## src/rtl/fifo_wr_arbiter_pkg.sv

```systemverilog
// Shared FIFO definitions: write-side FSM state encoding, default burst
// length, beat counter width and an index-width helper.
package fifo_wr_arbiter_pkg;

    typedef enum logic {
        ST_IDLE  = 1'b0,
        ST_BURST = 1'b1
    } fifo_state_t;

    localparam int FIFO_BURST_LEN_DEF = 4;

    // Wide enough for the largest legal burst length (15).
    localparam int FIFO_BEAT_W = 4;

    function automatic int idx_width(input int n);
        return (n > 1) ? $clog2(n) : 1;
    endfunction

endpackage

```

## src/rtl/fifo_wr_arbiter_rr_pick.sv

```systemverilog
// rr_pick: round-robin next-index selection.
// Ports:
//   req       - request vector, one bit per producer
//   last_idx  - index that was served most recently
//   next_idx  - first set request after last_idx, wrapping to 0
//               (holds last_idx when nothing is requesting)
//   any_valid - at least one request bit is set
module rr_pick
    import fifo_wr_arbiter_pkg::*;
#(
    parameter int NUM_REQ = 4,
    parameter int IDX_W   = idx_width(NUM_REQ)
) (
    input  logic [NUM_REQ-1:0] req,
    input  logic [IDX_W-1:0]   last_idx,
    output logic [IDX_W-1:0]   next_idx,
    output logic               any_valid
);

    logic             found;
    logic [IDX_W-1:0] cand;

    // Scan offsets 1..NUM_REQ from last_idx; offset NUM_REQ lands back on
    // last_idx itself, so a lone requester can be re-granted.
    always_comb begin
        next_idx = last_idx;
        found    = 1'b0;
        cand     = '0;
        for (int k = 1; k <= NUM_REQ; k++) begin
            cand = IDX_W'((int'(last_idx) + k) % NUM_REQ);
            if (!found && req[cand]) begin
                next_idx = cand;
                found    = 1'b1;
            end
        end
    end

    assign any_valid = |req;

endmodule

```

## src/rtl/fifo_wr_arbiter.sv

```systemverilog
// fifo_wr_arbiter: shares one FIFO write port among NUM_REQ producers using
// round-robin grants of up to BURST_LEN beats (1 beat when the FIFO is at
// or above half full).
// Ports:
//   clk, rst_n      - clock, asynchronous active-low reset
//   req_valid/data/last - per-producer word stream (data packed DATA_W per producer)
//   req_ready       - per-producer ready, only the granted bit can be set
//   fifo_full       - blocks writes in the same cycle
//   fifo_threshold  - shortens the burst limit to 1
//   wr, data_out    - FIFO write strobe and word (combinational from the grant)
//   grant_id        - currently granted producer
//   busy            - high while a burst is in progress
//
// state    | meaning
// ---------+-----------------------------------------------------------
// ST_IDLE  | one arbitration cycle; no ready, no write
// ST_BURST | granted producer writes while FIFO not full, until last,
//          | burst limit or withdrawal of valid
module fifo_wr_arbiter
    import fifo_wr_arbiter_pkg::*;
#(
    parameter int NUM_REQ   = 4,
    parameter int DATA_W    = 8,
    parameter int BURST_LEN = FIFO_BURST_LEN_DEF,
    parameter int IDX_W     = idx_width(NUM_REQ)
) (
    input  logic                      clk,
    input  logic                      rst_n,
    input  logic [NUM_REQ-1:0]        req_valid,
    input  logic [NUM_REQ*DATA_W-1:0] req_data,
    input  logic [NUM_REQ-1:0]        req_last,
    output logic [NUM_REQ-1:0]        req_ready,
    input  logic                      fifo_full,
    input  logic                      fifo_threshold,
    output logic                      wr,
    output logic [DATA_W-1:0]         data_out,
    output logic [IDX_W-1:0]          grant_id,
    output logic                      busy
);

    localparam logic [FIFO_BEAT_W-1:0] BURST_LIM = FIFO_BEAT_W'(BURST_LEN);

    fifo_state_t            state_q, state_d;
    logic [IDX_W-1:0]       grant_q, grant_d;
    logic [IDX_W-1:0]       last_q, last_d;
    logic [FIFO_BEAT_W-1:0] beat_q, beat_d;

    logic [IDX_W-1:0]       pick_idx;
    logic                   pick_any;
    logic                   g_valid;
    logic                   g_last;
    logic [FIFO_BEAT_W-1:0] beat_inc;
    logic [FIFO_BEAT_W-1:0] limit;

    rr_pick #(
        .NUM_REQ (NUM_REQ),
        .IDX_W   (IDX_W)
    ) u_rr_pick (
        .req       (req_valid),
        .last_idx  (last_q),
        .next_idx  (pick_idx),
        .any_valid (pick_any)
    );

    assign g_valid  = req_valid[grant_q];
    assign g_last   = req_last[grant_q];
    assign beat_inc = beat_q + FIFO_BEAT_W'(1);
    assign limit    = fifo_threshold ? FIFO_BEAT_W'(1) : BURST_LIM;

    always_ff @(posedge clk or negedge rst_n) begin
        if (!rst_n) begin
            state_q <= ST_IDLE;
            grant_q <= '0;
            last_q  <= IDX_W'(NUM_REQ - 1);
            beat_q  <= '0;
        end else begin
            state_q <= state_d;
            grant_q <= grant_d;
            last_q  <= last_d;
            beat_q  <= beat_d;
        end
    end

    always_comb begin
        state_d   = state_q;
        grant_d   = grant_q;
        last_d    = last_q;
        beat_d    = beat_q;
        req_ready = '0;
        case (state_q)
            ST_IDLE: begin
                if (pick_any && !fifo_full) begin
                    state_d = ST_BURST;
                    grant_d = pick_idx;
                    beat_d  = '0;
                end
            end
            ST_BURST: begin
                // Full freezes everything; the grant is kept, not revoked.
                if (!fifo_full) begin
                    req_ready[grant_q] = 1'b1;
                    if (!g_valid) begin
                        state_d = ST_IDLE;
                        last_d  = grant_q;
                    end else if (g_last || (beat_inc >= limit)) begin
                        state_d = ST_IDLE;
                        last_d  = grant_q;
                        beat_d  = '0;
                    end else begin
                        beat_d  = beat_inc;
                    end
                end
            end
            default: state_d = ST_IDLE;
        endcase
    end

    // Zero-latency write path: full blocks the strobe in the same cycle.
    assign busy     = (state_q == ST_BURST);
    assign wr       = busy && !fifo_full && g_valid;
    assign grant_id = grant_q;

    always_comb begin
        data_out = '0;
        for (int i = 0; i < NUM_REQ; i++) begin
            if (grant_q == IDX_W'(i)) begin
                data_out = req_data[i*DATA_W +: DATA_W];
            end
        end
    end

endmodule

```

## config.mk

```make
export PLATFORM = sky130hd
export DESIGN_NAME = fifo_wr_arbiter
export DESIGN_NICKNAME = d
export VERILOG_FILES = /design/src/rtl/fifo_wr_arbiter_pkg.sv /design/src/rtl/fifo_wr_arbiter_rr_pick.sv /design/src/rtl/fifo_wr_arbiter.sv
export SDC_FILE = /design/constraint.sdc
export NUM_CORES = 1
export LEC_CHECK = 0
export CAP_MARGIN = 30
export CORE_MARGIN = 2
export CORE_UTILIZATION = 23
export DETAILED_ROUTE_END_ITERATION = 10
export SLEW_MARGIN = 10
export SYNTH_ARGS = -nofsm -noshare
export SYNTH_HDL_FRONTEND = slang
export SYNTH_SLANG_ARGS = --single-unit
```

## constraint.sdc

```tcl
create_clock -name clk -period 3.26 [get_ports clk]
set_input_delay 0.326 -clock clk [delete_from_list [all_inputs] [get_ports clk]]
set_output_delay 0.326 -clock clk [all_outputs]
set_load 0.02 [all_outputs]
```

### After elaboration in Yosys (flattened, before gate mapping)

Cells that the tools add are included.

* eq/ne operators: 7
* multiplexer cells: 40
* reductions and logical operators: 17
* magnitude comparators: 7
* add/sub/neg operators: 5
* bitwise logic cells: 2

Operator list (number)
* 2-to-1 mux 8 bit: 4
* 2-to-1 mux 4 bit: 6
* less-than comparator 2 x 3 -> 1 bit (second input constant): 5
* 2-to-1 mux 1 bit: 14
* binary-select mux 1 bit (select 2 bit): 6
* 2-to-1 mux 2 bit: 6
* case mux 4 bit (2 select lines): 1
* logical AND 1 bit: 7
* AND reduction 3 bit: 2
* adder 2 x 1 -> 2 bit (second input constant): 2
* adder 2 bit (second input constant): 2
* adder 4 x 1 -> 4 bit (second input constant): 1
* equality test 2 bit (second input constant): 2
* >= comparator 4 x 3 -> 1 bit: 1
* logical NOT 1 bit: 4
* inequality test 2 x 1 -> 1 bit (second input constant): 2
* inequality test 2 bit (second input constant): 2
* OR reduction 4 bit: 1
* 2-to-1 mux 3 bit: 1
* demux 1 bit (select 2 bit): 1
* equality test 2 x 1 -> 1 bit (second input constant): 1
* >= comparator 2 x 1 -> 1 bit (second input constant): 1
* logical NOT 2 bit: 1
* NOT 1 bit: 2
* 3 further kinds: 3

* register bits: 9
* word-level logic and storage cells: 82
* bits of input ports: 44
* output and inout port bits: 16

### Depth between registers and ports, before layout

Gate-level depths: netlist of the first run.

* word-level depth: 13
* depth in mapped cells: 8
* gate-level depth less buffers: 8

### Hierarchy

Synthesis of the first run repeated with hierarchy kept, for this count alone.

* cell total of the unflattened synthesis: 80
* area, all modules: 899.6 µm²

Modules (own cells, without submodules)
* fifo_wr_arbiter: cells an instance 66, times used 1, area each 827.0 µm², sequential area each 227.7 µm²
* rr_pick: cells an instance 14, times used 1, area each 72.6 µm², sequential area each 0.0 µm²

### Least setup slack after synthesis of the first run

No wires, ideal clock.

* kind: flip-flop to output port
* from: register grant_q[0], in the netlist grant_id[0]
* to: output port data_out[3]
* path slack: 1261 ps
* data arrival time: 1673 ps
* cell stages (with the launch flop): 4
* buffers on the path: 2
* required time: 2934 ps
* path through: dfrtp_1 buf_2 buf_1 mux4_2

* word-level cells in the longest chain between the ends: 5
* elaborated cells between the ends (all ways): 8
* classes of those cells: eq/ne: 3; mux: 4; reduce/logical: 1

RTL lines
* start, declared: line fifo_wr_arbiter.sv:44 `logic [IDX_W-1:0] grant_q, grant_d;`
* start signal, assigned: line fifo_wr_arbiter.sv:78 `grant_q <= grant_d;`
* logical NOT 2 bit: line fifo_wr_arbiter.sv:126 `if (grant_q == IDX_W'(i)) begin`
* 2-to-1 mux 8 bit (3 in series): line fifo_wr_arbiter.sv:126
* 2-to-1 mux 8 bit *: line fifo_wr_arbiter.sv:126
* end, declared: line fifo_wr_arbiter.sv:36 `output logic [DATA_W-1:0] data_out,`

Every way passes the cells marked *; elsewhere a longest branch is shown, timed or not.

### Worst setup path in the final report of the first run

* from: register grant_q[1], in the netlist grant_id[1]
* to: output port wr

* word-level cells in the longest chain between the ends: 3

RTL lines
* binary-select mux 1 bit (select 2 bit): line fifo_wr_arbiter.sv:65 `assign g_valid = req_valid[grant_q];`
* 2-to-1 mux 1 bit (not written as such): line fifo_wr_arbiter.sv:65
* logical AND 1 bit: line fifo_wr_arbiter.sv:120 `assign wr = busy && !fifo_full && g_valid;`
* end, declared: line fifo_wr_arbiter.sv:35 `output logic wr,`

No other way between the ends. The select of a mux whose other input is x is not followed.

==> flow_metrics.env, run 1 <==
export IMPL_fin_setup_tns_ps=0
export IMPL_fill_cells=364
export IMPL_fmax_mhz=375
export IMPL_synth_simple_gate_area_frac=0.171
export IMPL_avgViaCountPerCell=4.75
export IMPL_synth_area_top_cells="mux4_2 (21%), dfrtp_1 (20%), dfstp_2 (6.1%), ha_1 (4.4%), mux2i_1 (3.5%)"
export IMPL_clock_sinks=9
export IMPL_synth_edff_count=0
export IMPL_p_leak_nw=0.614
export IMPL_r2r_start="grant_id[1]"
export IMPL_dr_first_iter_drc_count=29
export IMPL_end_kind="output pin"
export IMPL_diodes=0
export IMPL_max_slew_margin=0.483
export IMPL_grt_max_degree=20
export IMPL_grt_ovfl_total=0
export IMPL_syn_area_per_cell_sq_um=10.3
export IMPL_cts_resized=0
export IMPL_async_flop_share=1.00
export IMPL_grt_first_pass_wirelength_mm=4.62
export IMPL_insertion_delay_ps=230
export IMPL_ys_flop_type="dfrtp_1"
export IMPL_worstRegToRegCells=4
export IMPL_yosys_top_cells_count="inv_1 (8), mux4_2 (8), dfrtp_1 (7), nand2_1 (7)"
export IMPL_grt_pass1_vias=967
export IMPL_cp_slowest_cell="dfrtp_1"
export IMPL_p_per_area_nw_per_um2=652
export IMPL_design_portCount=60
export IMPL_final_core_util=0.423
export IMPL_numCtsBuffers=3
export IMPL_ys_types=34
export IMPL_ir_drop_v=0.000429
export IMPL_dpl_instance_area_sq_um=1490
export IMPL_grt_antenna_before_repair=0
export IMPL_drt_wl_total_mm=2.84
export IMPL_worst_pin_slew_ps=776
export IMPL_grt_use_total=0.144
export IMPL_clk_pin_slew_ps=40
export IMPL_reg2reg_to="last_q[0]"
export IMPL_area_growth_pct=78.4
export IMPL_wl_per_cell_um=14.8
export IMPL_gp_congestion=0.815
export IMPL_crit_start="grant_id[1]"
export IMPL_hold_viol=0
export IMPL_synthXorXnorAreaFrac=0
export IMPL_period_needed_ps=2670
export IMPL_start_util=0.237
export IMPL_startpoint_type="register"
export IMPL_p_int_mw=0.605
export IMPL_nets=191
export IMPL_preCtsSetupSlack_ps=797
export IMPL_endpoint="wr"
export IMPL_post_route_drc_count=0
export IMPL_synth_top_cell_area_share=0.209
export IMPL_io_buffer_count=59
export IMPL_combPwrFrac=0.606
export IMPL_synthMuxAreaShare=0.322
export IMPL_p_sw_frac=0.396
export IMPL_busiest_layer="met2"
export IMPL_switchingPower_mw=0.397
export IMPL_ys_warn_count=0
export IMPL_use_met3=0.0325
export IMPL_synth_compound_area_share=0.132
export IMPL_dpl_hpwl_mm=2.30
export IMPL_final_area_sq_um=1540
export IMPL_seqPwrFrac=0.267
export IMPL_critPathArrivalTime_ps=2340
export IMPL_postRouteAntennaNets=0
export IMPL_via_count=907
export IMPL_grt_use_met1=0.166
export IMPL_synth_top_area_cell="mux4_2"
export IMPL_htreeDepth=1
export IMPL_ys_seq_area_frac=0.264
export IMPL_slew_viol_final=0
export IMPL_multi_input_area_sq_um=577
export IMPL_syn_inst=84
export IMPL_cts_root_buf="clkbuf_8"
export IMPL_rsz0062_at_grt="no"
export IMPL_synthAdderAreaFrac=0.0435
export IMPL_drv_cap=0
export IMPL_seq_area_sq_um=228
export IMPL_ys_ff_latch=9
export IMPL_total_power_mw=1.00
export IMPL_instances_no_fill=191
export IMPL_syn_num_nets=131
export IMPL_critical_path_class="reg -> out"
export IMPL_cts_buffer_depth=2
export IMPL_die_area_sq_um=4250
export IMPL_reg2reg_slack_ps=1080
export IMPL_drive_above_1_share=0.147
export IMPL_setup_ws_ps=593
export IMPL_finalSetupViolations=0
export IMPL_hold_class="in -> async"
export IMPL_cts_setup_buffers=0
export IMPL_clock_power_share=0.128
export IMPL_coreArea_sq_um=3630
export IMPL_cts_hold_buf=0
export IMPL_synth_top_family_by_area="multiplexers"
export IMPL_crit_fanout=19
export IMPL_rows=22
export IMPL_whs_ps=395
export IMPL_synth_cell_area_sq_um=862
export IMPL_use_met2=0.254
export IMPL_die_width_um=65.2
export IMPL_cts_tree="yes"
export IMPL_slowest_delay_ps=770
export IMPL_placed_cells=187
export IMPL_outcome="completed"
export IMPL_crit_chain="mux4_2 -> nand2_1 -> inv_1 -> clkdlybuf4s50_1"
export IMPL_drt_pre_antenna_iters=4
export IMPL_critPathRequiredTime_ps=2930
export IMPL_fin_skew_ps=2.19
export IMPL_timing_final_crit_share=0.818
export IMPL_die_h_um=65.2
## critical path: cells and delay by family, from the launching register on
kind,cells,cell delay [ps]
buffers and inverters,2,580
muxes,1,610
DFF,1,770
and+or+nand+nor,1,150
## power by group through the flow
stage / Combinational, mW / Clock [mW] / Sequential (mW)
3_5_place_dp: 0.610 / 0 / 0.275
6_report: 0.607 / 0.128 / 0.267
4_1_cts: 0.613 / 0.134 / 0.274
5_1_grt: 0.650 / 0.139 / 0.288
2_1_floorplan: 0.427 / 0 / 0.201
3_3_place_gp: 0.606 / 0 / 0.267
## layout by cell type (no fill, tap or decap), types with 2 or more instances in the layout
cell              n
clkdlybuf4s50_1  59
mux4_2            8
inv_1             8
nand2_1           7
dfrtp_1           7
nand2b_1          4
nor2_1            4
mux2i_1           3
o21ai_0           3
ha_1              3
clkbuf_8          3
nor2b_1           2
nor3_1            2
nor3b_1           2
a31o_2            2
nand4_1           2
a31oi_1           2
and3_1            2
a21oi_1           2
mux2_4            2
nand3_1           2
dfstp_2           2
## worst min-delay path by stage
stage	start	end	cells after the start
CTS	rst_n	beat_q[3]	1
detailed placement	beat_q[3]	beat_q[3]	1
finish	rst_n	beat_q[3]	1
global route	rst_n	beat_q[3]	1
floorplan	rst_n	beat_q[0]	0
global placement	beat_q[3]	beat_q[3]	1
## cell families after synthesis
| logic type | after synthesis |
|---|---|
| flip-flops | 9 |
| multiplexers | 15 |
| adder cells (fa/ha/maj) | 3 |
| AND/OR/NAND/NOR | 28 |
| AO/OA/AOI/OAI | 16 |
| buffers and inverters | 13 |
## registers in the layout (all words and copies together) (netlist names)
register,flops
grant_id,2
beat_q,4
last_q,2
busy,1
## layer usage
layer	part of all wire	vias to the layer above
met4	0.019	0
met1	0.40	429
met2	0.52	34
met5	0	-
li1	-	439
met3	0.054	5
## final cells by class
class | instances | share of cell area
repair buffers | 60 | 0.389
multi-input cells | 62 | 0.375
flip-flops and latches | 9 | 0.148
well taps | 48 | 0.0391
clock buffers | 4 | 0.0293
inverters | 8 | 0.0195
Power figures use the tool's default switching activity.
==> inputs of run 2 (changes only) <==
Clock period 3.26 ns to 2.75 ns, I/O delays scaled along.
==> flow_metrics.env, run 2 (same netlist as run 1, synthesis figures left out) <==
export IMPL_reg2reg_slack_ps=690
export IMPL_seqPwrFrac=0.241
export IMPL_startpoint_type="register"
export IMPL_drt_pre_antenna_iters=4
export IMPL_p_sw_frac=0.395
export IMPL_rsz0062_at_grt="no"
export IMPL_grt_pass1_vias=957
export IMPL_cts_hold_buf=0
export IMPL_io_buffer_count=59
export IMPL_final_core_util=0.426
export IMPL_preCtsSetupSlack_ps=448
export IMPL_gp_congestion=0.839
export IMPL_avgViaCountPerCell=4.72
export IMPL_final_cell_mix="clkdlybuf4s50_1 (59), mux4_2 (8), inv_1 (8)"
export IMPL_die_width_um=65.2
export IMPL_end_kind="output pin"
export IMPL_cts_root_buf="clkbuf_8"
export IMPL_post_route_drc_count=0
export IMPL_insertion_delay_ps=240
export IMPL_timing_final_crit_share=0.914
export IMPL_rows=22
export IMPL_largest_register_ffs=4
export IMPL_p_leak_nw=0.622
export IMPL_clock_power_share=0.129
export IMPL_fin_setup_tns_ps=0
export IMPL_grt_max_degree=19
export IMPL_critPathRequiredTime_ps=2480
export IMPL_drive_above_1_share=0.160
export IMPL_combPwrFrac=0.630
export IMPL_nets=192
export IMPL_slew_viol_final=0
export IMPL_via_count=906
export IMPL_diodes=0
export IMPL_crit_fanout=18
export IMPL_period_needed_ps=2510
export IMPL_dr_first_iter_drc_count=32
export IMPL_hold_class="in -> async"
export IMPL_placed_cells=188
export IMPL_hold_viol=0
export IMPL_start_util=0.237
export IMPL_ir_drop_v=0.000468
export IMPL_cts_setup_buffers=0
export IMPL_htreeDepth=1
export IMPL_worst_pin_slew_ps=748
export IMPL_cts_resized=0
export IMPL_coreArea_sq_um=3630
export IMPL_p_int_mw=0.722
export IMPL_largest_register="beat_q"
export IMPL_cp_slowest_cell="dfrtp_1"
export IMPL_design_portCount=60
export IMPL_switchingPower_mw=0.472
export IMPL_finalSetupViolations=0
export IMPL_cts_tree="yes"
export IMPL_slowest_delay_ps=820
export IMPL_drt_wl_total_mm=2.72
export IMPL_grt_first_pass_wirelength_mm=4.31
export IMPL_grt_ovfl_total=0
export IMPL_dpl_hpwl_mm=2.25
export IMPL_max_slew_margin=0.502
export IMPL_total_power_mw=1.19
export IMPL_p_per_area_nw_per_um2=772
export IMPL_drv_cap=0
export IMPL_clk_pin_slew_ps=50
export IMPL_outcome="completed"
export IMPL_critical_path_class="reg -> out"
export IMPL_die_h_um=65.2
export IMPL_wl_per_cell_um=14.2
export IMPL_fmax_mhz=398
export IMPL_grt_antenna_before_repair=0
export IMPL_setup_ws_ps=236
export IMPL_postRouteAntennaNets=0
export IMPL_die_area_sq_um=4250
export IMPL_critPathArrivalTime_ps=2240
export IMPL_instances_no_fill=192
export IMPL_mostFrequentLayoutCell="clkdlybuf4s50_1"
export IMPL_grt_use_total=0.131
export IMPL_numCtsBuffers=3
export IMPL_area_growth_pct=79.4
export IMPL_clock_sinks=9
export IMPL_fin_skew_ps=6.97
export IMPL_crit_chain="mux4_1 -> clkdlybuf4s50_1"
export IMPL_cts_buffer_depth=2
-- run 2: per-stage QoR --
step | area [sq um] | hold WS, ps
global route | 1550 | 366
detailed placement | 1500 | 535
global placement | 1500 | 539
finish | 1550 | 338
CTS | 1550 | 350
floorplan | 862 | -20.6
-- run 2: routing by layer --
metal	vias to the layer above	global-route usage	routed length, um
met4	0	0.0495	38
met5	-	0	0
met1	425	0.144	1060
met2	34	0.241	1440
met3	4	0.0325	187
li1	443	-	-
-- run 2: power by group through the flow --
| stage | combinational, mW | sequential (mW) | clock (mW) |
|---|---|---|---|
| floorplan | 0.507 | 0.239 | 0 |
| global placement | 0.753 | 0.286 | 0 |
| detailed placement | 0.758 | 0.291 | 0 |
| CTS | 0.761 | 0.289 | 0.158 |
| global route | 0.811 | 0.307 | 0.164 |
| finish | 0.752 | 0.288 | 0.153 |
-- run 2: path summary, 6_finish.rpt --
check	from	to	depth (start not counted)
min in group clk	beat_q[3]	beat_q[3]	1
max in group asynchronous	rst_n	last_q[1]	1
worst min register to register	beat_q[3]	beat_q[3]	1
worst min-delay path	rst_n	grant_id[0]	1
worst max-delay path	grant_id[0]	data_out[7]	2
worst max register to register	grant_id[0]	last_q[1]	4
-- run 2: layout make-up --
cell class | count | area [sq um]
Fill cell | 361 | 2090
Timing Repair Buffer | 61 | 606
Multi-Input combinational cell | 62 | 577
Sequential cell | 9 | 228
Tap cell | 48 | 60.1
Clock buffer | 3 | 41.3
Inverter | 8 | 30.0
Clock inverter | 1 | 5.00
-- run 2: critical path, delay by kind of cell (launching register included) --
family,cells,cell delay (ps)
buffers and inverters,1,550
muxes,1,630
DFF,1,820
